$ cat src/rtl/rtc_pkg.sv
// Shared constants for the RTC read-side blocks: mapped register addresses,
// capture FSM encoding and default sweep timeout.
package rtc_pkg;

  localparam int NUM_MAPPED = 9;

  localparam logic [7:0] ADDR_SEG    = 8'h21;
  localparam logic [7:0] ADDR_MIN    = 8'h22;
  localparam logic [7:0] ADDR_HORA   = 8'h23;
  localparam logic [7:0] ADDR_DIA    = 8'h24;
  localparam logic [7:0] ADDR_MES    = 8'h25;
  localparam logic [7:0] ADDR_ANIO   = 8'h26;
  localparam logic [7:0] ADDR_T_SEG  = 8'h41;
  localparam logic [7:0] ADDR_T_MIN  = 8'h42;
  localparam logic [7:0] ADDR_T_HORA = 8'h43;

  // Slot i of the staging/visible banks holds the register at ADDR_TABLE[i].
  localparam logic [NUM_MAPPED-1:0][7:0] ADDR_TABLE = {
    ADDR_T_HORA, ADDR_T_MIN, ADDR_T_SEG, ADDR_ANIO, ADDR_MES,
    ADDR_DIA, ADDR_HORA, ADDR_MIN, ADDR_SEG
  };

  localparam logic [23:0] TIMEOUT_DEFAULT = 24'd10_000_000;

  typedef enum logic [1:0] {
    IDLE    = 2'd0,
    COLLECT = 2'd1,
    COMMIT  = 2'd2
  } state_t;

endpackage

$ cat src/rtl/rtc_addr_decode.sv
// RTC register address to one-hot bank slot decoder, plus a hit flag for
// addresses that map to any slot.
import rtc_pkg::*;

module rtc_addr_decode (
  input  logic [7:0]            i_addr,
  output logic [NUM_MAPPED-1:0] o_onehot,
  output logic                  o_hit
);

  for (genvar g = 0; g < NUM_MAPPED; g++) begin : g_slot
    assign o_onehot[g] = (i_addr == ADDR_TABLE[g]);
  end

  assign o_hit = |o_onehot;

endmodule

$ cat src/rtl/rtc_read_capture.sv
// Captures RTC read bytes into a staging bank and commits full sweeps
// atomically to the visible bank. Optional invalid-BCD scrubbing: RTC_BCD_CHECK_EN.
import rtc_pkg::*;

module rtc_read_capture #(
  parameter logic [23:0] TIMEOUT_CYCLES = TIMEOUT_DEFAULT,
  parameter logic [7:0]  LAST_ADDR      = ADDR_T_HORA
) (
  input  logic       clk,
  input  logic       reset,
  input  logic [7:0] address,
  input  logic [7:0] data_vga,
  input  logic       Read,
  input  logic       AoD,
  input  logic       IndicadorMaquina,
  input  logic       bit_inicio,
  output logic [7:0] seg,
  output logic [7:0] min,
  output logic [7:0] hora,
  output logic [7:0] dia,
  output logic [7:0] mes,
  output logic [7:0] anio,
  output logic [7:0] t_seg,
  output logic [7:0] t_min,
  output logic [7:0] t_hora,
  output logic       frame_valid,
  output logic       sweep_error,
  output logic       bcd_error
);

  logic                           r_read_q;
  state_t                         r_state;
  logic [23:0]                    r_cnt;
  logic [NUM_MAPPED-1:0]          r_mask;
  logic [NUM_MAPPED-1:0][7:0]     r_stage;
  logic [NUM_MAPPED-1:0][7:0]     r_vis;
  logic                           r_fv;
  logic                           r_serr;

  logic                           w_cap;
  logic                           w_take;
  logic [NUM_MAPPED-1:0]          w_onehot;
  logic                           w_hit;
  logic [7:0]                     w_byte;

  rtc_addr_decode u_dec (
    .i_addr   (address),
    .o_onehot (w_onehot),
    .o_hit    (w_hit)
  );

  // Read idles high; resetting the delayed copy high avoids a false edge.
  always_ff @(posedge clk or posedge reset)
    if (reset) r_read_q <= 1'b1;
    else       r_read_q <= Read;

  assign w_cap  = ~r_read_q & Read & AoD & IndicadorMaquina;
  assign w_take = w_cap & w_hit & (r_state == COLLECT);

`ifdef RTC_BCD_CHECK_EN
  logic w_bad;
  logic r_bcd_err;

  assign w_bad  = (data_vga[7:4] > 4'd9) | (data_vga[3:0] > 4'd9);
  assign w_byte = w_bad ? 8'h00 : data_vga;

  always_ff @(posedge clk or posedge reset)
    if (reset)               r_bcd_err <= 1'b0;
    else if (w_take && w_bad) r_bcd_err <= 1'b1;

  assign bcd_error = r_bcd_err;
`else
  assign w_byte    = data_vga;
  assign bcd_error = 1'b0;
`endif

  always_ff @(posedge clk or posedge reset)
    if (reset) r_stage <= '0;
    else
      for (int i = 0; i < NUM_MAPPED; i++)
        if (w_take && w_onehot[i]) r_stage[i] <= w_byte;

  always_ff @(posedge clk or posedge reset) begin
    if (reset) begin
      r_state <= IDLE;
      r_cnt   <= '0;
      r_mask  <= '0;
      r_vis   <= '0;
      r_fv    <= 1'b0;
      r_serr  <= 1'b0;
    end else begin
      r_fv <= 1'b0;
      case (r_state)
        IDLE:
          if (bit_inicio) begin
            r_state <= COLLECT;
            r_mask  <= '0;
            r_cnt   <= '0;
          end
        COLLECT:
          if (!IndicadorMaquina) begin
            r_state <= IDLE;
          end else if (bit_inicio) begin
            // Restart wins, but a byte landing in the same cycle still counts.
            r_cnt  <= '0;
            r_mask <= w_take ? w_onehot : '0;
          end else if (w_take) begin
            r_mask <= r_mask | w_onehot;
            r_cnt  <= '0;
            if (address == LAST_ADDR) r_state <= COMMIT;
          end else if (r_cnt == TIMEOUT_CYCLES - 24'd1) begin
            r_state <= IDLE;
            r_serr  <= 1'b1;
          end else begin
            r_cnt <= r_cnt + 24'd1;
          end
        COMMIT: begin
          if (&r_mask) begin
            r_vis  <= r_stage;
            r_fv   <= 1'b1;
            r_serr <= 1'b0;
          end else begin
            r_serr <= 1'b1;
          end
          r_state <= IDLE;
        end
        default: r_state <= IDLE;
      endcase
    end
  end

  assign seg         = r_vis[0];
  assign min         = r_vis[1];
  assign hora        = r_vis[2];
  assign dia         = r_vis[3];
  assign mes         = r_vis[4];
  assign anio        = r_vis[5];
  assign t_seg       = r_vis[6];
  assign t_min       = r_vis[7];
  assign t_hora      = r_vis[8];
  assign frame_valid = r_fv;
  assign sweep_error = r_serr;

endmodule

$ cat config.mk
export PLATFORM = sky130hd
export DESIGN_NAME = rtc_read_capture
export DESIGN_NICKNAME = d
export VERILOG_FILES = /design/src/rtl/rtc_pkg.sv /design/src/rtl/rtc_addr_decode.sv /design/src/rtl/rtc_read_capture.sv
export SDC_FILE = /design/constraint.sdc
export NUM_CORES = 1
export LEC_CHECK = 0
export ABC_AREA = 1
export BUFFER_PORTS_ARGS = -buffer_cell sky130_fd_sc_hd__buf_2
export CORE_MARGIN = 2
export CORE_UTILIZATION = 58
export DETAILED_ROUTE_END_ITERATION = 8
export HOLD_SLACK_MARGIN = 0.06
export PLACE_DENSITY = 0.8
export SLEW_MARGIN = 5
export SYNTH_ARGS = -nofsm -noshare
export SYNTH_HDL_FRONTEND = slang
export SYNTH_SLANG_ARGS = --single-unit
$ cat constraint.sdc
create_clock -name clk -period 7.7 [get_ports clk]
set_clock_uncertainty 0.15 [all_clocks]
set_input_delay 0.77 -clock clk [delete_from_list [all_inputs] [get_ports clk]]
set_output_delay 0.77 -clock clk [all_outputs]
set_load 0.01 [all_outputs]
==> key figures <==
Clock network
  • CTS tree: done
  • H-tree depth: 4
  • Root buffer cell: clkbuf_16
  • Clk_lat worst skew: around 0.43 ns
  • Clock sink count: 182
  • Post-CTS setup buffers: 0
  • Hold Buf Count CTS: 0
  • Post-cts resize count: 0
  • Clock buffer depth: 2
  • Number of buffers created by CTS: 17
  • Worst-path clk slew: around 0.070 ns

Synthesis
  • Top post-synthesis cells by count: nand2_1 (413), dfrtp_1 (181), o21ai_0 (69), inv_1 (59), nor2_1 (52)
  • Syn. warnings: 0
  • Top post-synthesis cells by area: dfrtp_1 (56%), nand2_1 (19%), o21ai_0 (4.3%), nand3_1 (3.0%), inv_1 (2.8%)
  • Synth cell types: 31
  • Syn Inst Count: 968
  • Synth area leader: dfrtp_1
  • Syn_area_per_cell: 8.31 um^2
  • Synth top area share: 0.563
  • Count leader, synth: nand2_1
  • Top_reg_cell synth: dfrtp_1
  • Post-synth EDFFs: 0
  • Mapped Area: 0.00805 mm^2
  • Post-synthesis net count: 991
  • Seq cells post-synth: 182
  • Async SR Flop Fraction: 1.00
  • Sequential share of the synthesized area: 0.566

Floorplan
  • # IOs: 97
  • Die W: 122 um
  • Die H: 122 um
  • CORE AREA: roughly 0.014 mm^2
  • Core Rows: 43
  • Die Footprint: 0.0148 mm^2
  • Starting Density: 0.586

Worst setup path
  • Crit path launch type: flip-flop
  • Path type of the worst setup path: flip-flop to flip-flop
  • Crit path DAT: 3.43 ns
  • CP max FO: 36
  • Data required, critical path: 7.90 ns
  • CP endpoint kind: flip-flop

STA
  • Fmax: between 300 and 400 MHz
  • Worst-Margin Slew: about 1.1 ns
  • Worst slew margin: 0.298
  • Fin. max-slew vios: 0
  • Setup tns final: 0 ns
  • Worst hold slack: 0.293 ns
  • RSZ-0062 raised after global routing: false
  • Final setup vio count: 0
  • Crit path time final: 3.23 ns
  • Final worst-path cycle share: 0.420
  • Final Hold Viols: 0

Global route
  • Global route overflow: 0
  • Initial antenna violation count: 1
  • Total track usage: 0.258
  • Vias in the first global route: about 6,000
  • First-pass GRT wire length: 29.8 mm
  • Largest net degree at the start of global routing: 106

Routing
  • DRT Pass-1 Iters: 5
  • Drt via density: 5.27
  • DR WL/cell: about 14 um
  • Antenna viol nets, final: 0
  • DRC viols: 0
  • DRT iter0 DRCs: 634
  • DRT Wirelength: 18.0 mm
  • Via count: 6,550

Place
  • Gpl congestion: 0.937
  • Port bufs: 95
  • DP Wirelength: roughly 12 mm

Pwr
  • Pwr Density: about 210 mW/mm^2
  • Static Leakage: between 4 and 5 nW
  • Peak VDD IR: 174 uV

Outcome
  • Status: finished, final reports clean

Cells and area
  • Area grow syn2layout: 13.7%
  • Final design utilization: 0.667
  • Nets: 1,071
  • Fraction of layout cells with a size suffix above 1: 0.154

Run
  • Max_cap viols: 0

Hold path
  • Worst hold path type: input pin to flip-flop
[path summary, 6_finish.rpt]
path                        startpoint        end  slack [ns]  cells after the start
min                               Read   r_read_q        0.29                      1
max in group asynchronous        reset    hora[3]        5.51                      3
min in group asynchronous        reset   t_min[0]        0.37                      2
min reg2reg                r_stage[59]   t_min[3]        0.32                      2
max reg2reg                 r_state[1]  r_mask[3]        4.47                      7
max                         r_state[1]  r_mask[3]        4.47                      7
[layout by cell type, fill, tap and decap left out, types with 2 or more instances in the layout]
cell type   Yosys  final
a21oi_1         3      3
buf_2          18     95
buf_4           2      4
clkbuf_16       0     17
clkbuf_8        0      3
clkinv_2        0      4
clkinvlp_4      0      3
dfrtp_1       181    181
inv_1          59     57
inv_2           8      9
inv_6           0      4
inv_8           0      2
nand2_1       413    413
nand2_2         4      4
nand3_1        49     48
nand3_2         3      4
nand3_4         6      6
nand4_1         8      8
nor2_1         52     52
nor2_2          2      2
nor2_4          2      2
nor3_1          6      6
o21ai_0        69     69
o21ai_1        39     39
xnor2_1         5      5
xor2_1         12     12
[final cells by class]
class / count / area [um^2]
inverter: 67 / 256
tap: 180 / 225
clock inverter: 12 / 91.3
fill: 1156 / 4570
multi-input combinational: 681 / 3050
antenna: 1 / 2.50
timing repair buffer: 99 / 505
clock buffer: 20 / 467
sequential: 182 / 4560
[through the flow]
step	total power [W]	worst slack (ns)	instance area, um^2	cells
2_1_floorplan	0.00112	1.84	8050	968
3_3_place_gp	0.00115	4.57	8590	1209
3_5_place_dp	0.00116	4.49	8590	1209
4_1_cts	0.00197	4.46	9150	1241
5_1_grt	0.00203	4.13	9150	1241
6_report	0.00196	4.47	9150	1242
[registers in the layout (all words and copies together), names as in the netlist]
signal,count
r_mask,9
r_state,2
mes,8
anio,8
r_read_q,1
hora,8
r_stage,72
r_cnt,24
t_hora,8
t_min,8
frame_valid,1
min,8
dia,8
sweep_error,1
t_seg,8
seg,8
[logic make-up (layout without fill, tap and decap cells)]
logic type	Yosys count	count (layout)	synth area share
buf+inv	105	198	0.0555
flops	182	182	0.566
simple gates	549	549	0.286
fa+ha+maj	1	1	0.00155
other cells	1	2	0.000466
compound gates	113	113	0.0722
xor+xnor	17	17	0.0185
[per-layer routing]
metal / track usage / routed length [um]
met1: 0.370 / 8240
met2: 0.399 / 8490
met3: 0.0478 / 1030
met4: 0.0869 / 248
met5: 0 / 0
[worst max-delay path, stage by stage, from the launching register on]
cell and delay, ns:
dfrtp_1 0.44, nor2_4 0.67, inv_2 0.12, nor2_2 0.85, nand3_2 0.49, nand2_1 0.16, nand3_1 0.07, o21ai_0 0.17
[power breakdown]
part | switching [W] | leakage [nW] | internal, W | total, W
Combinational | 0.000137 | 2.10 | 0.0000317 | 0.000168
Clock | 0.000379 | 0.273 | 0.000443 | 0.000822
Sequential | 0.00000566 | 2.53 | 0.000964 | 0.000969
Total | 0.000521 | 4.91 | 0.00144 | 0.00196
Power figures use the tool's default switching activity.
